`src/rtl/duft_ap_chain_burst_if.sv`:
```
// ---------------------------------------------------------------------------
// duft_ap_chain_burst_if
//   Bundles the command/status handshake, the write/read beat data and the
//   core register port of the ap_ctrl_chain burst bridge.
//
//   master : caller + core side (drives command, wr_data, ap_continue,
//            core_rd_msg; observes status, beats and core addresses)
//   slave  : the bridge itself (duft_ap_chain_burst)
//
//   Signals:
//     ap_start, rd_wr, addr, len   command request and fields
//     wr_data / wr_data_ack        write beat data, consumed-pulse
//     rd_beat_data / rd_beat_valid registered read beat, new-beat pulse
//     ap_idle, ap_ready, ap_done   ap_ctrl_chain status
//     ap_continue                  caller acknowledges ap_done
//     ap_return                    burst result
//     err                          sticky IDLE_ADDR-hit flag
//     core_rd_addr, core_wr_addr   core access addresses (IDLE_ADDR if none)
//     core_wr_msg                  core write data (mirrors wr_data)
//     core_rd_msg                  core combinational read data
// ---------------------------------------------------------------------------
interface duft_ap_chain_burst_if #(
    parameter int ADDR_W = 32,
    parameter int DATA_W = 32,
    parameter int LEN_W  = 4
);
    logic              ap_start;
    logic              rd_wr;
    logic [ADDR_W-1:0] addr;
    logic [LEN_W-1:0]  len;
    logic [DATA_W-1:0] wr_data;
    logic              wr_data_ack;
    logic [DATA_W-1:0] rd_beat_data;
    logic              rd_beat_valid;
    logic              ap_idle;
    logic              ap_ready;
    logic              ap_done;
    logic              ap_continue;
    logic [DATA_W-1:0] ap_return;
    logic              err;
    logic [ADDR_W-1:0] core_rd_addr;
    logic [ADDR_W-1:0] core_wr_addr;
    logic [DATA_W-1:0] core_wr_msg;
    logic [DATA_W-1:0] core_rd_msg;

    modport master (
        output ap_start, rd_wr, addr, len, wr_data, ap_continue, core_rd_msg,
        input  wr_data_ack, rd_beat_data, rd_beat_valid, ap_idle, ap_ready,
               ap_done, ap_return, err, core_rd_addr, core_wr_addr, core_wr_msg
    );

    modport slave (
        input  ap_start, rd_wr, addr, len, wr_data, ap_continue, core_rd_msg,
        output wr_data_ack, rd_beat_data, rd_beat_valid, ap_idle, ap_ready,
               ap_done, ap_return, err, core_rd_addr, core_wr_addr, core_wr_msg
    );
endinterface

```
`src/rtl/duft_ap_chain_burst.sv`:
```
// ---------------------------------------------------------------------------
// duft_ap_chain_burst
//   ap_ctrl_chain bridge between an HLS-style caller and the prewrapped DUFT
//   core register port. One accepted ap_start moves LEN+1 read or write beats
//   to consecutive core addresses (base+i, wrapping modulo 2^ADDR_W). A new
//   command may be accepted straight from DONE, so chained bursts see no
//   IDLE bubble. A beat landing on IDLE_ADDR is not sent to the core, still
//   counts as a beat, reads back 0 and sets the sticky err flag.
//
//   Ports:
//     clk        clock
//     ap_rst_n   asynchronous active-low reset
//     bus        duft_ap_chain_burst_if.slave (command, status, beats, core)
//
//   Optional build macro:
//     DUFT_RD_CHECKSUM_EN  read-burst ap_return is the XOR of all beat data
//                          instead of the last beat.
// ---------------------------------------------------------------------------
module duft_ap_chain_burst #(
    parameter int                ADDR_W    = 32,
    parameter int                DATA_W    = 32,
    parameter int                LEN_W     = 4,
    parameter logic [ADDR_W-1:0] IDLE_ADDR = '1
) (
    input logic                   clk,
    input logic                   ap_rst_n,
    duft_ap_chain_burst_if.slave  bus
);

    localparam logic [2:0] S_IDLE      = 3'd0;
    localparam logic [2:0] S_RD_BEAT   = 3'd1;
    localparam logic [2:0] S_WR_BEAT   = 3'd2;
    localparam logic [2:0] S_WR_SETTLE = 3'd3;
    localparam logic [2:0] S_DONE      = 3'd4;

    logic [2:0]        state_q, state_d;
    logic [ADDR_W-1:0] base_q, base_d;
    logic [LEN_W-1:0]  cnt_max_q, cnt_max_d;
    logic [LEN_W-1:0]  i_q, i_d;
    logic [DATA_W-1:0] ap_return_q, ap_return_d;
    logic [DATA_W-1:0] rd_beat_data_q, rd_beat_data_d;
    logic              rd_beat_valid_q, rd_beat_valid_d;
    logic              ap_ready_q, ap_ready_d;
    logic              err_q, err_d;
`ifdef DUFT_RD_CHECKSUM_EN
    logic [DATA_W-1:0] csum_q, csum_d;
`endif

    logic [ADDR_W-1:0] beat_addr;
    logic              beat_sup;
    logic [DATA_W-1:0] rd_beat_in;
    logic              last_beat;
    logic              accept;

    assign beat_addr  = base_q + ADDR_W'(i_q);
    assign beat_sup   = (beat_addr == IDLE_ADDR);
    assign rd_beat_in = beat_sup ? '0 : bus.core_rd_msg;
    assign last_beat  = (i_q == cnt_max_q);
    // A command is taken from IDLE, or from DONE once ap_done is acknowledged.
    assign accept     = bus.ap_start &&
                        ((state_q == S_IDLE) ||
                         ((state_q == S_DONE) && bus.ap_continue));

    always_comb begin
        state_d         = state_q;
        base_d          = base_q;
        cnt_max_d       = cnt_max_q;
        i_d             = i_q;
        ap_return_d     = ap_return_q;
        rd_beat_data_d  = rd_beat_data_q;
        rd_beat_valid_d = 1'b0;
        ap_ready_d      = 1'b0;
        err_d           = err_q;
`ifdef DUFT_RD_CHECKSUM_EN
        csum_d          = csum_q;
`endif

        case (state_q)
            S_IDLE: begin
            end
            S_RD_BEAT: begin
                rd_beat_data_d  = rd_beat_in;
                rd_beat_valid_d = 1'b1;
`ifdef DUFT_RD_CHECKSUM_EN
                csum_d          = csum_q ^ rd_beat_in;
`endif
                if (beat_sup) err_d = 1'b1;
                if (last_beat) begin
                    state_d    = S_DONE;
                    ap_ready_d = 1'b1;
`ifdef DUFT_RD_CHECKSUM_EN
                    ap_return_d = csum_q ^ rd_beat_in;
`else
                    ap_return_d = rd_beat_in;
`endif
                end else begin
                    i_d = i_q + LEN_W'(1);
                end
            end
            S_WR_BEAT: begin
                if (beat_sup) err_d = 1'b1;
                if (last_beat) state_d = S_WR_SETTLE;
                else           i_d     = i_q + LEN_W'(1);
            end
            S_WR_SETTLE: begin
                state_d     = S_DONE;
                ap_ready_d  = 1'b1;
                ap_return_d = DATA_W'(cnt_max_q) + DATA_W'(1);
            end
            S_DONE: begin
                if (bus.ap_continue && !bus.ap_start) state_d = S_IDLE;
            end
            default: begin
                state_d = S_IDLE;
            end
        endcase

        // Command acceptance is common to IDLE and DONE, so it is applied
        // last and overrides whatever the state branch chose.
        if (accept) begin
            state_d   = bus.rd_wr ? S_RD_BEAT : S_WR_BEAT;
            base_d    = bus.addr;
            cnt_max_d = bus.len;
            i_d       = '0;
            err_d     = 1'b0;
`ifdef DUFT_RD_CHECKSUM_EN
            csum_d    = '0;
`endif
        end
    end

    always_ff @(posedge clk or negedge ap_rst_n) begin
        if (!ap_rst_n) begin
            state_q         <= S_IDLE;
            base_q          <= '0;
            cnt_max_q       <= '0;
            i_q             <= '0;
            ap_return_q     <= '0;
            rd_beat_data_q  <= '0;
            rd_beat_valid_q <= 1'b0;
            ap_ready_q      <= 1'b0;
            err_q           <= 1'b0;
`ifdef DUFT_RD_CHECKSUM_EN
            csum_q          <= '0;
`endif
        end else begin
            state_q         <= state_d;
            base_q          <= base_d;
            cnt_max_q       <= cnt_max_d;
            i_q             <= i_d;
            ap_return_q     <= ap_return_d;
            rd_beat_data_q  <= rd_beat_data_d;
            rd_beat_valid_q <= rd_beat_valid_d;
            ap_ready_q      <= ap_ready_d;
            err_q           <= err_d;
`ifdef DUFT_RD_CHECKSUM_EN
            csum_q          <= csum_d;
`endif
        end
    end

    // Core addresses decode from state only, so reset parks them at
    // IDLE_ADDR immediately and the two ports can never be active together.
    assign bus.core_rd_addr  = ((state_q == S_RD_BEAT) && !beat_sup) ? beat_addr : IDLE_ADDR;
    assign bus.core_wr_addr  = ((state_q == S_WR_BEAT) && !beat_sup) ? beat_addr : IDLE_ADDR;
    assign bus.core_wr_msg   = bus.wr_data;
    assign bus.wr_data_ack   = (state_q == S_WR_BEAT);
    assign bus.rd_beat_data  = rd_beat_data_q;
    assign bus.rd_beat_valid = rd_beat_valid_q;
    assign bus.ap_idle       = (state_q == S_IDLE) && !bus.ap_start;
    assign bus.ap_done       = (state_q == S_DONE);
    assign bus.ap_ready      = ap_ready_q;
    assign bus.ap_return     = ap_return_q;
    assign bus.err           = err_q;

endmodule

```
`src/flat_wrapper.sv`:
```
// flat-port wrapper written by rule: the top's interface ports become plain ports
module duft_ap_chain_burst_flat 
#(
    parameter int                ADDR_W    = 32,
    parameter int                DATA_W    = 32,
    parameter int                LEN_W     = 4,
    parameter logic [ADDR_W-1:0] IDLE_ADDR = '1
)
  (clk, ap_rst_n, bus_ap_start, bus_rd_wr, bus_addr, bus_len, bus_wr_data, bus_ap_continue, bus_core_rd_msg, bus_wr_data_ack, bus_rd_beat_data, bus_rd_beat_valid, bus_ap_idle, bus_ap_ready, bus_ap_done, bus_ap_return, bus_err, bus_core_rd_addr, bus_core_wr_addr, bus_core_wr_msg);
  duft_ap_chain_burst_if #(.ADDR_W(ADDR_W), .DATA_W(DATA_W), .LEN_W(LEN_W)) bus_i ();
  input logic clk;
  input logic ap_rst_n;
  input wire logic [$bits(bus_i.ap_start)-1:0] bus_ap_start;
  input wire logic [$bits(bus_i.rd_wr)-1:0] bus_rd_wr;
  input wire logic [$bits(bus_i.addr)-1:0] bus_addr;
  input wire logic [$bits(bus_i.len)-1:0] bus_len;
  input wire logic [$bits(bus_i.wr_data)-1:0] bus_wr_data;
  input wire logic [$bits(bus_i.ap_continue)-1:0] bus_ap_continue;
  input wire logic [$bits(bus_i.core_rd_msg)-1:0] bus_core_rd_msg;
  output wire logic [$bits(bus_i.wr_data_ack)-1:0] bus_wr_data_ack;
  output wire logic [$bits(bus_i.rd_beat_data)-1:0] bus_rd_beat_data;
  output wire logic [$bits(bus_i.rd_beat_valid)-1:0] bus_rd_beat_valid;
  output wire logic [$bits(bus_i.ap_idle)-1:0] bus_ap_idle;
  output wire logic [$bits(bus_i.ap_ready)-1:0] bus_ap_ready;
  output wire logic [$bits(bus_i.ap_done)-1:0] bus_ap_done;
  output wire logic [$bits(bus_i.ap_return)-1:0] bus_ap_return;
  output wire logic [$bits(bus_i.err)-1:0] bus_err;
  output wire logic [$bits(bus_i.core_rd_addr)-1:0] bus_core_rd_addr;
  output wire logic [$bits(bus_i.core_wr_addr)-1:0] bus_core_wr_addr;
  output wire logic [$bits(bus_i.core_wr_msg)-1:0] bus_core_wr_msg;
  assign bus_i.ap_start = bus_ap_start;
  assign bus_i.rd_wr = bus_rd_wr;
  assign bus_i.addr = bus_addr;
  assign bus_i.len = bus_len;
  assign bus_i.wr_data = bus_wr_data;
  assign bus_i.ap_continue = bus_ap_continue;
  assign bus_i.core_rd_msg = bus_core_rd_msg;
  assign bus_wr_data_ack = bus_i.wr_data_ack;
  assign bus_rd_beat_data = bus_i.rd_beat_data;
  assign bus_rd_beat_valid = bus_i.rd_beat_valid;
  assign bus_ap_idle = bus_i.ap_idle;
  assign bus_ap_ready = bus_i.ap_ready;
  assign bus_ap_done = bus_i.ap_done;
  assign bus_ap_return = bus_i.ap_return;
  assign bus_err = bus_i.err;
  assign bus_core_rd_addr = bus_i.core_rd_addr;
  assign bus_core_wr_addr = bus_i.core_wr_addr;
  assign bus_core_wr_msg = bus_i.core_wr_msg;
  duft_ap_chain_burst #(.ADDR_W(ADDR_W), .DATA_W(DATA_W), .LEN_W(LEN_W), .IDLE_ADDR(IDLE_ADDR)) u_core (.clk(clk), .ap_rst_n(ap_rst_n), .bus(bus_i));
endmodule
```
`config.mk`:
```
export PLATFORM = sky130hd
export DESIGN_NAME = duft_ap_chain_burst_flat
export DESIGN_NICKNAME = d
export VERILOG_FILES = /design/src/rtl/duft_ap_chain_burst_if.sv /design/src/rtl/duft_ap_chain_burst.sv /design/src/flat_wrapper.sv
export SDC_FILE = /design/constraint.sdc
export NUM_CORES = 1
export LEC_CHECK = 0
export ABC_AREA = 1
export CORE_MARGIN = 4
export CORE_UTILIZATION = 45
export CTS_CLUSTER_DIAMETER = 60
export DETAILED_ROUTE_END_ITERATION = 10
export GPL_TIMING_DRIVEN = 0
export PLACE_DENSITY = 0.82
export SKIP_CTS_REPAIR_TIMING = 1
export SYNTH_ARGS = -nofsm -noshare
export SYNTH_HDL_FRONTEND = slang
export SYNTH_SLANG_ARGS = --single-unit
```
`constraint.sdc`:
```
create_clock -name clk -period 5.3 [get_ports clk]
set_input_delay 1.06 -clock clk [delete_from_list [all_inputs] [get_ports clk]]
set_output_delay 1.06 -clock clk [all_outputs]
set_load 0.005 [all_outputs]
```
---- Word-level counts from Yosys, hierarchy flattened ----
Index checks and enable logic that the tools add are counted.
storage, ports and cells
  bits of input ports ..................... 105
  register bits ........................... 110
  logic and storage cells ................. 62
operators by class
  reduce and logical (&&, ||, !) cells .... 18
  add/sub/neg operators ................... 3
  mux-type cells .......................... 20
  eq/ne operators ......................... 12
operators by type and width
  operator                                                         number
  32-bit two-way mux                                               4
  32-bit case mux with 2 select lines                              1
  32-bit by 4-bit adder with 32-bit output                         1
  32-bit == test, second input constant                            1
  3-bit case mux with 5 select lines                               1
  3-bit two-way mux                                                4
  4-bit two-way mux                                                3
  3-bit by 1-bit != test with 1-bit output, second input constant  3
  3-bit by 2-bit == test with 1-bit output, second input constant  2
  1-bit logical AND                                                6
  2-bit AND reduction                                              3
  2-bit nonzero test                                               3
  4-bit by 1-bit adder with 5-bit output, second input constant    1
  1-bit two-way mux                                                5
  4-bit by 1-bit adder with 4-bit output, second input constant    1
  4-bit == test                                                    1
  2-bit by 1-bit != test with 1-bit output, second input constant  2
  4-bit AND reduction                                              1
  3-bit by 1-bit == test with 1-bit output, second input constant  1
  3-bit == test, second input constant                             1
  3-bit zero test                                                  1
  1-bit zero test                                                  2
  2-bit two-way mux                                                1
  2-bit != test, second input constant                             1
  other kinds (3)                                                  3

---- Logic depth before layout (Yosys ltp) ----
  depth after elaboration ................. 6
  gate-level depth with buffers ........... 21
  gate-level depth less buffers ........... 20

---- Worst setup path after synthesis ----
OpenSTA, ideal clock, no wires.
  path kind ............................... register to output
  start ................................... register u_core.i_q[0]
  end ..................................... output bus_core_rd_addr[20]
  required time ........................... 4240 ps
  stages on the path, launching flop included .. 19
  arrival time ............................ 2511 ps
  path slack .............................. 1729 ps
  cell sequence ........................... dfrtp_1 -> ha_1 -> inv_1 -> fa_1 -> inv_1 -> nand2_1 -> nand2_1 -> nand2_1 -> nor2_4 -> nand2_1 -> nand2_1 -> nand2_1 -> nor2_1 -> nand2_1 -> nor2_2 -> nand3_2 -> buf_2 -> buf_6 -> nand3_1
between the ends
  cells in the longest elaborated chain, start to end .. 5
ends and longest elaborated chain
  item                                        line                        text
  start: declaration                          duft_ap_chain_burst.sv:39   logic [LEN_W-1:0] i_q, i_d;
  start signal: assignment                    duft_ap_chain_burst.sv:150  i_q <= i_d;
  32-bit by 4-bit adder with 32-bit output *  duft_ap_chain_burst.sv:55   assign beat_addr = base_q + ADDR_W'(i_q);
  32-bit == test                              duft_ap_chain_burst.sv:56   assign beat_sup = (beat_addr == IDLE_ADDR);
  1-bit zero test                             duft_ap_chain_burst.sv:164  assign bus.core_rd_addr = ((state_q == S_RD_BEAT) && !beat_sup) ? beat_addr : IDLE_ADDR;
  1-bit logical AND                           duft_ap_chain_burst.sv:164
  32-bit two-way mux *                        duft_ap_chain_burst.sv:164
  end: declaration                            flat_wrapper.sv:28          output wire logic [$bits(bus_i.core_rd_addr)-1:0] bus_core_rd_addr;
Mark *: on every way between the ends. The rest lies on a longest branch, timed or not.

---- Worst setup path in the final report ----
  start ................................... register u_core.base_q[0]
  end ..................................... output bus_core_rd_addr[24]
between the ends
  cells in the longest elaborated chain, start to end .. 5
ends and longest elaborated chain
  item                                        line                        text
  start: declaration                          duft_ap_chain_burst.sv:37   logic [ADDR_W-1:0] base_q, base_d;
  start signal: assignment                    duft_ap_chain_burst.sv:148  base_q <= base_d;
  32-bit by 4-bit adder with 32-bit output *  duft_ap_chain_burst.sv:55
  32-bit == test                              duft_ap_chain_burst.sv:56
  1-bit zero test                             duft_ap_chain_burst.sv:164
  1-bit logical AND                           duft_ap_chain_burst.sv:164
  32-bit two-way mux *                        duft_ap_chain_burst.sv:164
Marks and branches as above.

==> flow_summary.yaml <==
timing:
  fin_crit_sh_pct: 94.41
  setup_viol: 0
  tightestPinTransition_ps: 775.1
  slew_violations: 0
  hold-worst-slack_ps: 481.7
  slew_headroom_pct: 48.13
  hold_viol: 0
  finClkSkew_ps: 11.54
  fmax_mhz: 199.9
  rsz0062_at_grt: "no"
  finalCriticalPeriod_ps: 5004
worst_setup_path:
  path_class: "reg -> out"
  cp.required_ps: 4240
  timing.critical_path.buf_inv: 5
  cp_slowest_cell: "clkdlybuf4s50_1"
  end_kind: "output port"
  critPathMaxFanout: 10
  cp_cell_sequence: "ha_2, inv_1, fa_1, inv_2, nand2_1, nand2_2, nand2_1, nor2_4, nand2_1, nand2_1, nand2_1, nor2_1, nand2_1, nor2_2, nand3_2, buf_4, buf_6, nand3_1, clkdlybuf4s50_1"
  cpPeakStageDelay_ps: 520
  startpoint_type: "flop"
  cp_top_family: "simple AND/OR/NAND/NOR gates"
  worst_path_most_repeated_cell: "nand2_1"
  worstPathArrival_ps: 3940
die:
  fp.dieH_um: 128.2
  die_w_um: 128.2
  coreArea_um2: 14040
  start_util_pct: 46.31
  ioPinCount: 271
  rows: 43
  die-area_um2: 16440
drt:
  ant_nets: 0
  via_count: 7125
  firstDrtPassIters: 5
  routed_wl_mm: 23.48
  wire_per_inst_um: 17.20
  drt_iter0_drc: 569
  via_per_inst: 5.220
  drc: 0
yosys:
  ys_seq_elements: 110
  post_synth_inst_count: 927
  synth.avg_cell_area_um2: 7.015
  yosysSeqAreaShare_pct: 42.33
  syn_nets: 1039
  yosys.area.top_type_share_pct: 42.33
  synth_top_area_cell: "dfrtp_1"
  yosysUniqueCellTypes: 32
  ys_top_cells_by_area: "dfrtp_1, nand2_1, nand3_1, inv_1, buf_4"
  yosysWarnings: 0
  synth.cell_area_um2: 6502
power:
  pwr-share-clk_pct: 14.3
  power_density_nw_per_um2: 492.8
  switchingPower_w: 0.001956
  ir_worst_vdd_v: 0.0002506
  swShare_pct: 42.01
  p_leak_nw: 4.441
  pwr-share-seq_pct: 32.4
  p_int_w: 0.002700
  combPwrFrac_pct: 53.3
flow_run:
  drv_cap: 0
placed_design:
  io_buffers: 238
  post_dp_cell_area_um2: 9135
  gp_congestion: 0.9702
  hpwl_mm: 18.57
layout:
  utilization_pct: 67.27
  final_area_um2: 9447
  syn2layout_area_growth_pct: 45.28
  nFillCells: 1230
  drive_gt1_share_pct: 7.010
  fin_nets: 1291
grt:
  grt_pass1_wl_mm: 36.06
  grt_max_degree: 64
  antenna_found_initial: 0
  grtUsageTotal_pct: 28.05
  first_global_vias: 6667
  grt.overflow.total: 0
hold_path:
  min_path_type: "reg -> reg"
cts:
  worstSkewPairLatency_ps: 360
  root_buffer: "clkbuf_16"
  clock-sinks: 110
  path_clk_slew_ps: 80
  cts_tree: "yes"
  numCtsBuffers: 9
  cts.htree.levels: 3
  clock_path_buffers: 2
outcome:
  outcome: "completed"
area by class of cell:
cell class	count	area (um^2)	area share (%)
Inverter	77	289.0	3.060
Tap cell	180	225.2	2.384
Antenna cell	1	2.502	0.02649
Multi-Input combinational cell	670	3024	32.01
Timing Repair Buffer	241	2420	25.62
Sequential cell	110	2754	29.15
Buffer	70	444.2	4.702
Clock inverter	6	58.81	0.6225
Clock buffer	10	229.0	2.424
placed cells by master (no fill, tap or decap), types with 2 or more instances in the layout:
master	synthesis	final
nand2_1	338	337
clkdlybuf4s50_1	0	237
nand3_1	156	156
dfrtp_1	110	109
inv_1	77	76
nor2_1	64	64
o21ai_0	39	39
buf_4	32	35
clkbuf_1	26	27
nor3_1	12	12
nand4_1	11	11
clkbuf_16	0	9
nor2_2	7	7
a21oi_1	7	7
buf_6	7	7
nand2_2	4	5
buf_2	5	5
ha_1	6	5
or2_1	4	4
nand3b_1	3	3
xor2_1	3	3
clkinv_4	0	3
nand3_2	2	2
xnor2_1	2	2
o21bai_1	2	2
metal layers:
layer  GRT usage (%)  vias up  routed length [um]
li1                -     3428                   -
met1           39.46     3335               10260
met2           43.98      324               10880
met3           4.167       38                1730
met4           10.24        0                 612
met5               0        -                   0
through the flow:
step	setup slack, ps	instances	power [W]	TNS (ps)
6_report	296.3	1365	0.004656	0
5_1_grt	24.47	1364	0.004992	0
2_1_floorplan	1729	927	0.002611	0
3_3_place_gp	-1137	1345	0.003920	-124260
4_1_cts	111.2	1362	0.004644	0
3_5_place_dp	520.7	1346	0.003968	0
Yosys cell counts:
cell,number
a21oi_1,7
o31ai_1,1
nand4_1,11
dfrtp_1,110
fa_1,1
a22o_1,1
nand3_1,156
o32ai_1,1
a211oi_1,1
nand2_1,338
xnor2_2,1
xnor2_1,2
o21bai_1,2
nor2_2,7
nor2_4,1
o21ai_0,39
or2_2,1
clkbuf_1,26
nand2_2,4
nor2_1,64
buf_4,32
nor3b_1,1
ha_1,6
nor3_1,12
nand3b_1,3
buf_2,5
or2_1,4
xor2_1,3
and2_1,1
nand3_2,2
inv_1,77
buf_6,7
worst paths after layout:
check                                              start                  endpoint  slack [ps]  depth (start not counted)
min in group asynchronous                       ap_rst_n         u_core.base_q[19]         740                          1
worst min register to register  u_core.bus.ap_return[26]  u_core.bus.ap_return[26]         480                          2
max in group asynchronous                       ap_rst_n             u_core.i_q[0]        3790                          2
worst max-delay path                    u_core.base_q[0]      bus_core_rd_addr[24]         300                         19
worst min-delay path            u_core.bus.ap_return[26]  u_core.bus.ap_return[26]         480                          2
worst max register to register          u_core.base_q[0]  u_core.bus.ap_return[21]        1940                         18
logic make-up (layout without fill, tap and decap cells):
| group | Yosys count | after routing | synth area share (%) |
|---|---|---|---|
| other cells | 0 | 1 | 0 |
| flops | 110 | 110 | 42.33 |
| buf+inv | 147 | 404 | 11.24 |
| simple gates | 605 | 605 | 39.77 |
| fa+ha+maj | 7 | 7 | 1.462 |
| xor+xnor | 6 | 6 | 0.9238 |
| compound gates | 52 | 52 | 4.272 |
registers in the layout, summed over array words and instances (netlist names):
signal,count
u_core.base_q,32
u_core.bus.ap_ready,1
u_core.bus.ap_return,32
u_core.bus.err,1
u_core.bus.rd_beat_data,32
u_core.bus.rd_beat_valid,1
u_core.cnt_max_q,4
u_core.i_q,4
u_core.state_q,3
power groups by stage:
stage	Combinational [W]	Clock, W	Sequential [W]
4_1_cts	0.00248	0.000670	0.00149
3_5_place_dp	0.00246	0	0.00150
5_1_grt	0.00273	0.000710	0.00155
3_3_place_gp	0.00242	0	0.00150
2_1_floorplan	0.00116	0	0.00145
6_report	0.00248	0.000666	0.00151
tightest hold or removal path: cells and delay by family, from the launching register on:
family	cells	cell delay (ps)
flip-flops	1	340
AND/OR/NAND/NOR	2	110
Note: power is estimated with default switching activity, not from simulation.
